===== config.mk =====
export PLATFORM = sky130hd
export DESIGN_NAME = gshare_branch_predictor
export DESIGN_NICKNAME = d
export VERILOG_FILES = /design/src/rtl/bp_pkg.sv /design/src/rtl/bp_sat_counter_table.sv /design/src/rtl/gshare_branch_predictor.sv
export SDC_FILE = /design/constraint.sdc
export NUM_CORES = 1
export LEC_CHECK = 0
export ABC_CLOCK_PERIOD_IN_PS = 2500
export CORE_UTILIZATION = 39
export DETAILED_ROUTE_END_ITERATION = 6
export PLACE_DENSITY = 0.76
export SKIP_CTS_REPAIR_TIMING = 1
export SYNTH_ARGS = -nofsm -noshare
export SYNTH_HDL_FRONTEND = slang
export SYNTH_SLANG_ARGS = --single-unit

===== constraint.sdc =====
create_clock -name clk -period 2.5 [get_ports clk]
set_input_delay 0.375 -clock clk [delete_from_list [all_inputs] [get_ports clk]]
set_output_delay 0.375 -clock clk [all_outputs]
set_load 0.005 [all_outputs]

===== src/rtl/bp_pkg.sv =====
// Shared helpers for the gshare predictor: counter init value, saturating
// update functions and the PC/history index hash.
package bp_pkg;

    // Weakly not-taken: MSB clear, all lower bits set.
    function automatic int unsigned ctr_init(input int unsigned ctr_w);
        return (32'd1 << (ctr_w - 1)) - 32'd1;
    endfunction

    function automatic int unsigned sat_inc(input int unsigned v, input int unsigned ctr_w);
        int unsigned max_v;
        max_v = (32'd1 << ctr_w) - 32'd1;
        return (v >= max_v) ? max_v : v + 32'd1;
    endfunction

    function automatic int unsigned sat_dec(input int unsigned v);
        return (v == 32'd0) ? 32'd0 : v - 32'd1;
    endfunction

    // Word-aligned PC bits XOR the history, history sitting in the low bits.
    function automatic int unsigned gshare_idx(input logic [63:0] pc,
                                               input logic [63:0] ghr,
                                               input int unsigned idx_w);
        logic [63:0] mask;
        mask = (64'd1 << idx_w) - 64'd1;
        return 32'(((pc >> 2) ^ ghr) & mask);
    endfunction

endpackage


===== src/rtl/bp_sat_counter_table.sv =====
// Table of saturating counters: one asynchronous read port and one
// synchronous saturating-update write port.
module bp_sat_counter_table
    import bp_pkg::*;
#(
    parameter int IDX_W = 3,
    parameter int CTR_W = 2
) (
    input  logic             clk,
    input  logic             reset_n,
    input  logic [IDX_W-1:0] rd_idx,
    output logic [CTR_W-1:0] rd_ctr,
    input  logic             wr_en,
    input  logic [IDX_W-1:0] wr_idx,
    input  logic             wr_taken
);

    localparam int DEPTH = 1 << IDX_W;

    logic [CTR_W-1:0] ctr [DEPTH];

    // Read returns the value held before any same-cycle update.
    assign rd_ctr = ctr[rd_idx];

    // NOTE: the table is a flop array rather than an SRAM so it can be reset;
    // predictions right after reset must see the weakly not-taken value.
    // NOTE: sequential state uses non-blocking assignments so every flop
    // samples pre-edge values, whatever the statement order.
    always_ff @(posedge clk or negedge reset_n) begin
        if (!reset_n) begin
            for (int i = 0; i < DEPTH; i++) begin
                ctr[i] <= CTR_W'(ctr_init(CTR_W));
            end
        end else if (wr_en) begin
            if (wr_taken) begin
                ctr[wr_idx] <= CTR_W'(sat_inc(32'(ctr[wr_idx]), CTR_W));
            end else begin
                ctr[wr_idx] <= CTR_W'(sat_dec(32'(ctr[wr_idx])));
            end
        end
    end

endmodule


===== src/rtl/gshare_branch_predictor.sv =====
// Gshare branch predictor: speculative global history, registered
// prediction outputs and mispredict-driven history recovery.
module gshare_branch_predictor
    import bp_pkg::*;
#(
    parameter int HIST_W = 3,
    parameter int IDX_W  = 3,
    parameter int CTR_W  = 2,
    parameter int PC_W   = 32
) (
    input  logic              clk,
    input  logic              reset_n,
    input  logic              pred_req,
    input  logic [PC_W-1:0]   pred_pc,
    output logic              pred_valid,
    output logic              pred_taken,
    output logic [IDX_W-1:0]  pred_idx,
    output logic [HIST_W-1:0] pred_ghr,
    input  logic              res_valid,
    input  logic [IDX_W-1:0]  res_idx,
    input  logic [HIST_W-1:0] res_ghr,
    input  logic              res_taken,
    input  logic              res_mispredict,
    output logic [HIST_W-1:0] ghr_out
);

    logic [HIST_W-1:0] ghr;
    logic [HIST_W-1:0] ghr_next;
    logic [IDX_W-1:0]  idx;
    logic [CTR_W-1:0]  rd_ctr;
    logic              taken;
    logic              recover;
    logic              accept;

    assign idx     = IDX_W'(gshare_idx(64'(pred_pc), 64'(ghr), IDX_W));
    assign taken   = rd_ctr[CTR_W-1];
    assign recover = res_valid & res_mispredict;
    assign accept  = pred_req & ~recover;
    assign ghr_out = ghr;

    bp_sat_counter_table #(
        .IDX_W (IDX_W),
        .CTR_W (CTR_W)
    ) u_table (
        .clk      (clk),
        .reset_n  (reset_n),
        .rd_idx   (idx),
        .rd_ctr   (rd_ctr),
        .wr_en    (res_valid),
        .wr_idx   (res_idx),
        .wr_taken (res_taken)
    );

    // Truncating the concatenation keeps the newest HIST_W bits and also
    // covers HIST_W == 1 without a negative slice.
    // NOTE: ghr_next is defaulted first so no path leaves it unassigned,
    // which would otherwise infer a latch.
    always_comb begin
        ghr_next = ghr;
        if (recover) begin
            ghr_next = HIST_W'({res_ghr, res_taken});
        end else if (pred_req) begin
            ghr_next = HIST_W'({ghr, taken});
        end
    end

    always_ff @(posedge clk or negedge reset_n) begin
        if (!reset_n) begin
            ghr <= '0;
        end else begin
            ghr <= ghr_next;
        end
    end

    // pred_taken/idx/ghr hold between requests; only pred_valid drops.
    always_ff @(posedge clk or negedge reset_n) begin
        if (!reset_n) begin
            pred_valid <= 1'b0;
            pred_taken <= 1'b0;
            pred_idx   <= '0;
            pred_ghr   <= '0;
        end else begin
            pred_valid <= accept;
            if (accept) begin
                pred_taken <= taken;
                pred_idx   <= idx;
                pred_ghr   <= ghr;
            end
        end
    end

endmodule


==> impl_metrics.sql <==
INSERT INTO impl_metrics (metric_group, metric, value, unit) VALUES
('clock_network', 'insertion_delay', '0.32', 'ns'),
('floorplan', 'top_level_ports', '55', ''),
('logic_synthesis', 'synth_edf_count', '0', ''),
('logic_synthesis', 'ys_seq_area_frac', '0.510', ''),
('setup_path', 'depth_of_the_critical_timing_path_with_buffers_and_inverters_included', '7', ''),
('logic_synthesis', 'yosys_synthesis_warning_count', '0', ''),
('setup_path', 'worstRegToRegCells', '5', ''),
('clock_network', 'cts_sink_count', '27', ''),
('floorplan', 'fp.dieH', '60.7', 'µm'),
('logic_synthesis', 'synth_area', '1350', 'µm²'),
('global_route', 'globalRouteTotalUtil', '0.164', ''),
('sta', 'fin_tns_setup', '0', 'ns'),
('sta', 'grt_setup_unrepaired', 'no', ''),
('logic_synthesis', 'yosys_most_used_dff', 'sky130_fd_sc_hd__dfrtp_1', ''),
('sta', 'layout_min_cycle_time', '1.92', 'ns'),
('setup_path', 'critical_path.startpoint_type', 'primary input', ''),
('detailed_routing', 'detail_route.first_pass.iterations', '4', ''),
('layout', 'finish.cell_count_without_fillers', '206', ''),
('setup_path', 'timing.critical_path.slowest_stage_cell', 'sky130_fd_sc_hd__or3b_2', ''),
('global_route', 'first_global_vias', '1061', ''),
('setup_path', 'total_buffers_and_inverters_traversed_by_the_critical_path', '2', ''),
('power_and_ir_drop', 'p_seq_frac', '0.519', ''),
('clock_network', 'max-clock-path-buffers', '2', ''),
('floorplan', 'initial_utilization', '0.427', ''),
('sta', 'worst_slack', '0.576', 'ns'),
('layout', 'finalCoreUtilization', '0.529', ''),
('detailed_routing', 'drt_wl_total', '2.67', 'mm'),
('layout', 'drive_gt1_frac', '0.191', ''),
('placement', 'gp_congestion', '0.800', ''),
('setup_path', 'crit_start', 'res_idx[1]', ''),
('placement', 'numPlacedInstances', '202', ''),
('setup_path', 'crit_top_cell', 'sky130_fd_sc_hd__o21ai_1', ''),
('layout', 'fill_cells', '292', ''),
('sta', 'setup_viol', '0', ''),
('layout', 'design.final.nets', '207', ''),
('sta', 'worst-slew-pin-transition', '0.406', 'ns'),
('layout', 'layout_stage_area_growth_over_the_synthesis_result', '24.1', '%'),
('power_and_ir_drop', 'clkPwrFrac', '0.149', ''),
('placement', 'placed_area', '1640', 'µm²'),
('setup_path', 'critical_path.reg2reg.endpoint', 'u_table.ctr[1]', ''),
('setup_path', 'cp-endpoint', 'u_table.ctr[1]', ''),
('floorplan', 'fp.dieArea', '3690', 'µm²'),
('global_route', 'gr-total-overflow', '0', ''),
('placement', 'dpl_worst_slack', '0.237', 'ns'),
('placement', 'dp.final_hpwl', '1.97', 'mm'),
('setup_path', 'crit_required', '2.76', 'ns'),
('detailed_routing', 'viasPerCell', '5.13', ''),
('setup_path', 'worstPathCellList', 'clkdlybuf4s50_1 -> buf_4 -> or3b_2 -> o21ai_1 -> a211oi_1 -> maj3_2 -> o21ai_1', ''),
('logic_synthesis', 'syn-instance-count', '134', ''),
('sta', 'worst_slew_margin_rel', '0.728', ''),
('setup_path', 'register_to_register_path_setup_slack', '0.65', 'ns'),
('job', 'drv_cap', '0', ''),
('detailed_routing', 'final_antenna_net_count', '0', ''),
('status', 'outcome', 'complete, no violations', ''),
('clock_network', 'cts_buffers', '3', ''),
('logic_synthesis', 'asyncSetResetFlopFracSynth', '1.00', ''),
('power_and_ir_drop', 'p_leak', '0.000727', 'µW'),
('setup_path', 'worst-setup-path-type', 'in2reg', ''),
('clock_network', 'root_cell_of_the_clock_tree', 'sky130_fd_sc_hd__clkbuf_4', ''),
('sta', 'max_clock_freq', '0.520', 'GHz'),
('worst_hold_path', 'timing.hold.worst.class', 'in2async', ''),
('detailed_routing', 'drt-initial-drc-count', '27', ''),
('power_and_ir_drop', 'switchingPower', '390', 'µW'),
('global_route', 'grt_start_max_net_pins', '28', ''),
('power_and_ir_drop', 'peakVddDrop', '335', 'µV'),
('sta', 'count_of_final_max_slew_check_failures', '0', ''),
('logic_synthesis', 'mappedNetlistNets', '178', ''),
('power_and_ir_drop', 'power_switching_share', '0.309', ''),
('power_and_ir_drop', 'pwr_density_cell', '756', 'nW/µm²'),
('floorplan', 'die-width', '60.7', 'µm'),
('power_and_ir_drop', 'power_report.internal_total', '872', 'µW');
synth_stat cells (2+ instances only):
cell type | count | area, µm²
sky130_fd_sc_hd__a21oi_1 | 4 | 20.0
sky130_fd_sc_hd__nand3_1 | 5 | 25.0
sky130_fd_sc_hd__mux4_2 | 2 | 45.0
sky130_fd_sc_hd__nor2_1 | 3 | 11.3
sky130_fd_sc_hd__o21ai_1 | 9 | 45.0
sky130_fd_sc_hd__o21ai_0 | 2 | 10.0
sky130_fd_sc_hd__a211oi_1 | 4 | 30.0
sky130_fd_sc_hd__dfrtp_1 | 19 | 475
sky130_fd_sc_hd__inv_1 | 3 | 11.3
sky130_fd_sc_hd__dfstp_2 | 8 | 210
sky130_fd_sc_hd__xor2_1 | 2 | 17.5
sky130_fd_sc_hd__nor2b_1 | 2 | 12.5
sky130_fd_sc_hd__mux2i_1 | 5 | 50.1
sky130_fd_sc_hd__mux2_2 | 2 | 22.5
sky130_fd_sc_hd__o21ai_2 | 8 | 70.1
sky130_fd_sc_hd__nand2_1 | 38 | 143
final cells by class:
type / count / area [µm²] / area share
multi-input cells: 100 / 621 / 0.372
inverters: 3 / 11.3 / 0.00675
repair buffers: 28 / 270 / 0.162
well taps: 44 / 55.1 / 0.0330
clock buffers: 4 / 26.3 / 0.0157
flip-flops and latches: 27 / 686 / 0.411
layout by cell type, fill, tap and decap left out, types with 2 or more instances in the layout:
cell,Yosys,routed
sky130_fd_sc_hd__a211oi_1,4,4
sky130_fd_sc_hd__a21oi_1,4,4
sky130_fd_sc_hd__buf_4,1,4
sky130_fd_sc_hd__clkbuf_4,0,3
sky130_fd_sc_hd__clkdlybuf4s50_1,0,24
sky130_fd_sc_hd__dfrtp_1,19,19
sky130_fd_sc_hd__dfstp_2,8,8
sky130_fd_sc_hd__inv_1,3,3
sky130_fd_sc_hd__mux2_2,2,2
sky130_fd_sc_hd__mux2i_1,5,5
sky130_fd_sc_hd__mux4_2,2,2
sky130_fd_sc_hd__nand2_1,38,38
sky130_fd_sc_hd__nand3_1,5,5
sky130_fd_sc_hd__nor2_1,3,3
sky130_fd_sc_hd__nor2b_1,2,2
sky130_fd_sc_hd__o21ai_0,2,2
sky130_fd_sc_hd__o21ai_1,9,9
sky130_fd_sc_hd__o21ai_2,8,8
sky130_fd_sc_hd__xor2_1,2,2
flip-flops by register name (all words and copies together), names as in the netlist:
name         flops
pred_ghr         3
pred_idx         3
pred_taken       1
ghr_out          3
u_table.ctr     16
pred_valid       1
logic make-up (layout without fill, tap and decap cells):
kind of cell	Yosys count	count (layout)	synth area share
DFF	27	27	0.510
buffers and inverters	7	35	0.0288
xor gates and xnor gates	3	3	0.0195
AOI/OAI and AO/OA	31	31	0.154
and+or+nand+nor	55	55	0.181
adders and majority gates	2	2	0.0186
muxes	9	9	0.0874
metrics by stage:
step / hold WS, ns / power [µW]
floorplan: 0.0794 / 902
CTS: 0.420 / 1270
detailed placement: 0.464 / 1090
global route: 0.428 / 1350
finish: 0.413 / 1260
global placement: 0.457 / 1070
worst min-delay path by stage:
stage	start	to	slack (ns)	cells past startpoint
final	reset_n	pred_valid	0.41	2
after global placement	u_table.ctr[14]	u_table.ctr[14]	0.46	2
after detailed placement	u_table.ctr[6]	u_table.ctr[6]	0.46	2
after global routing	reset_n	pred_idx[0]	0.43	2
after floorplan	reset_n	ghr_out[0]	0.08	0
after CTS	reset_n	pred_idx[0]	0.42	2
power groups by stage:
stage          clock, µW  combinational (µW)  sequential, µW
2_1_floorplan          0                 254             648
3_3_place_gp           0                 415             657
3_5_place_dp           0                 423             664
4_1_cts              193                 425             655
5_1_grt              208                 472             671
6_report             188                 420             654
layer usage:
layer	routed length [µm]	vias to the layer above	global-route usage	share of wire
met5	0	-	0	0
li1	-	521	-	-
met4	19	0	0.0357	0.0071
met3	86	2	0.0213	0.032
met1	1300	508	0.214	0.49
met2	1270	26	0.290	0.47
Note: power is estimated with default switching activity, not from simulation.
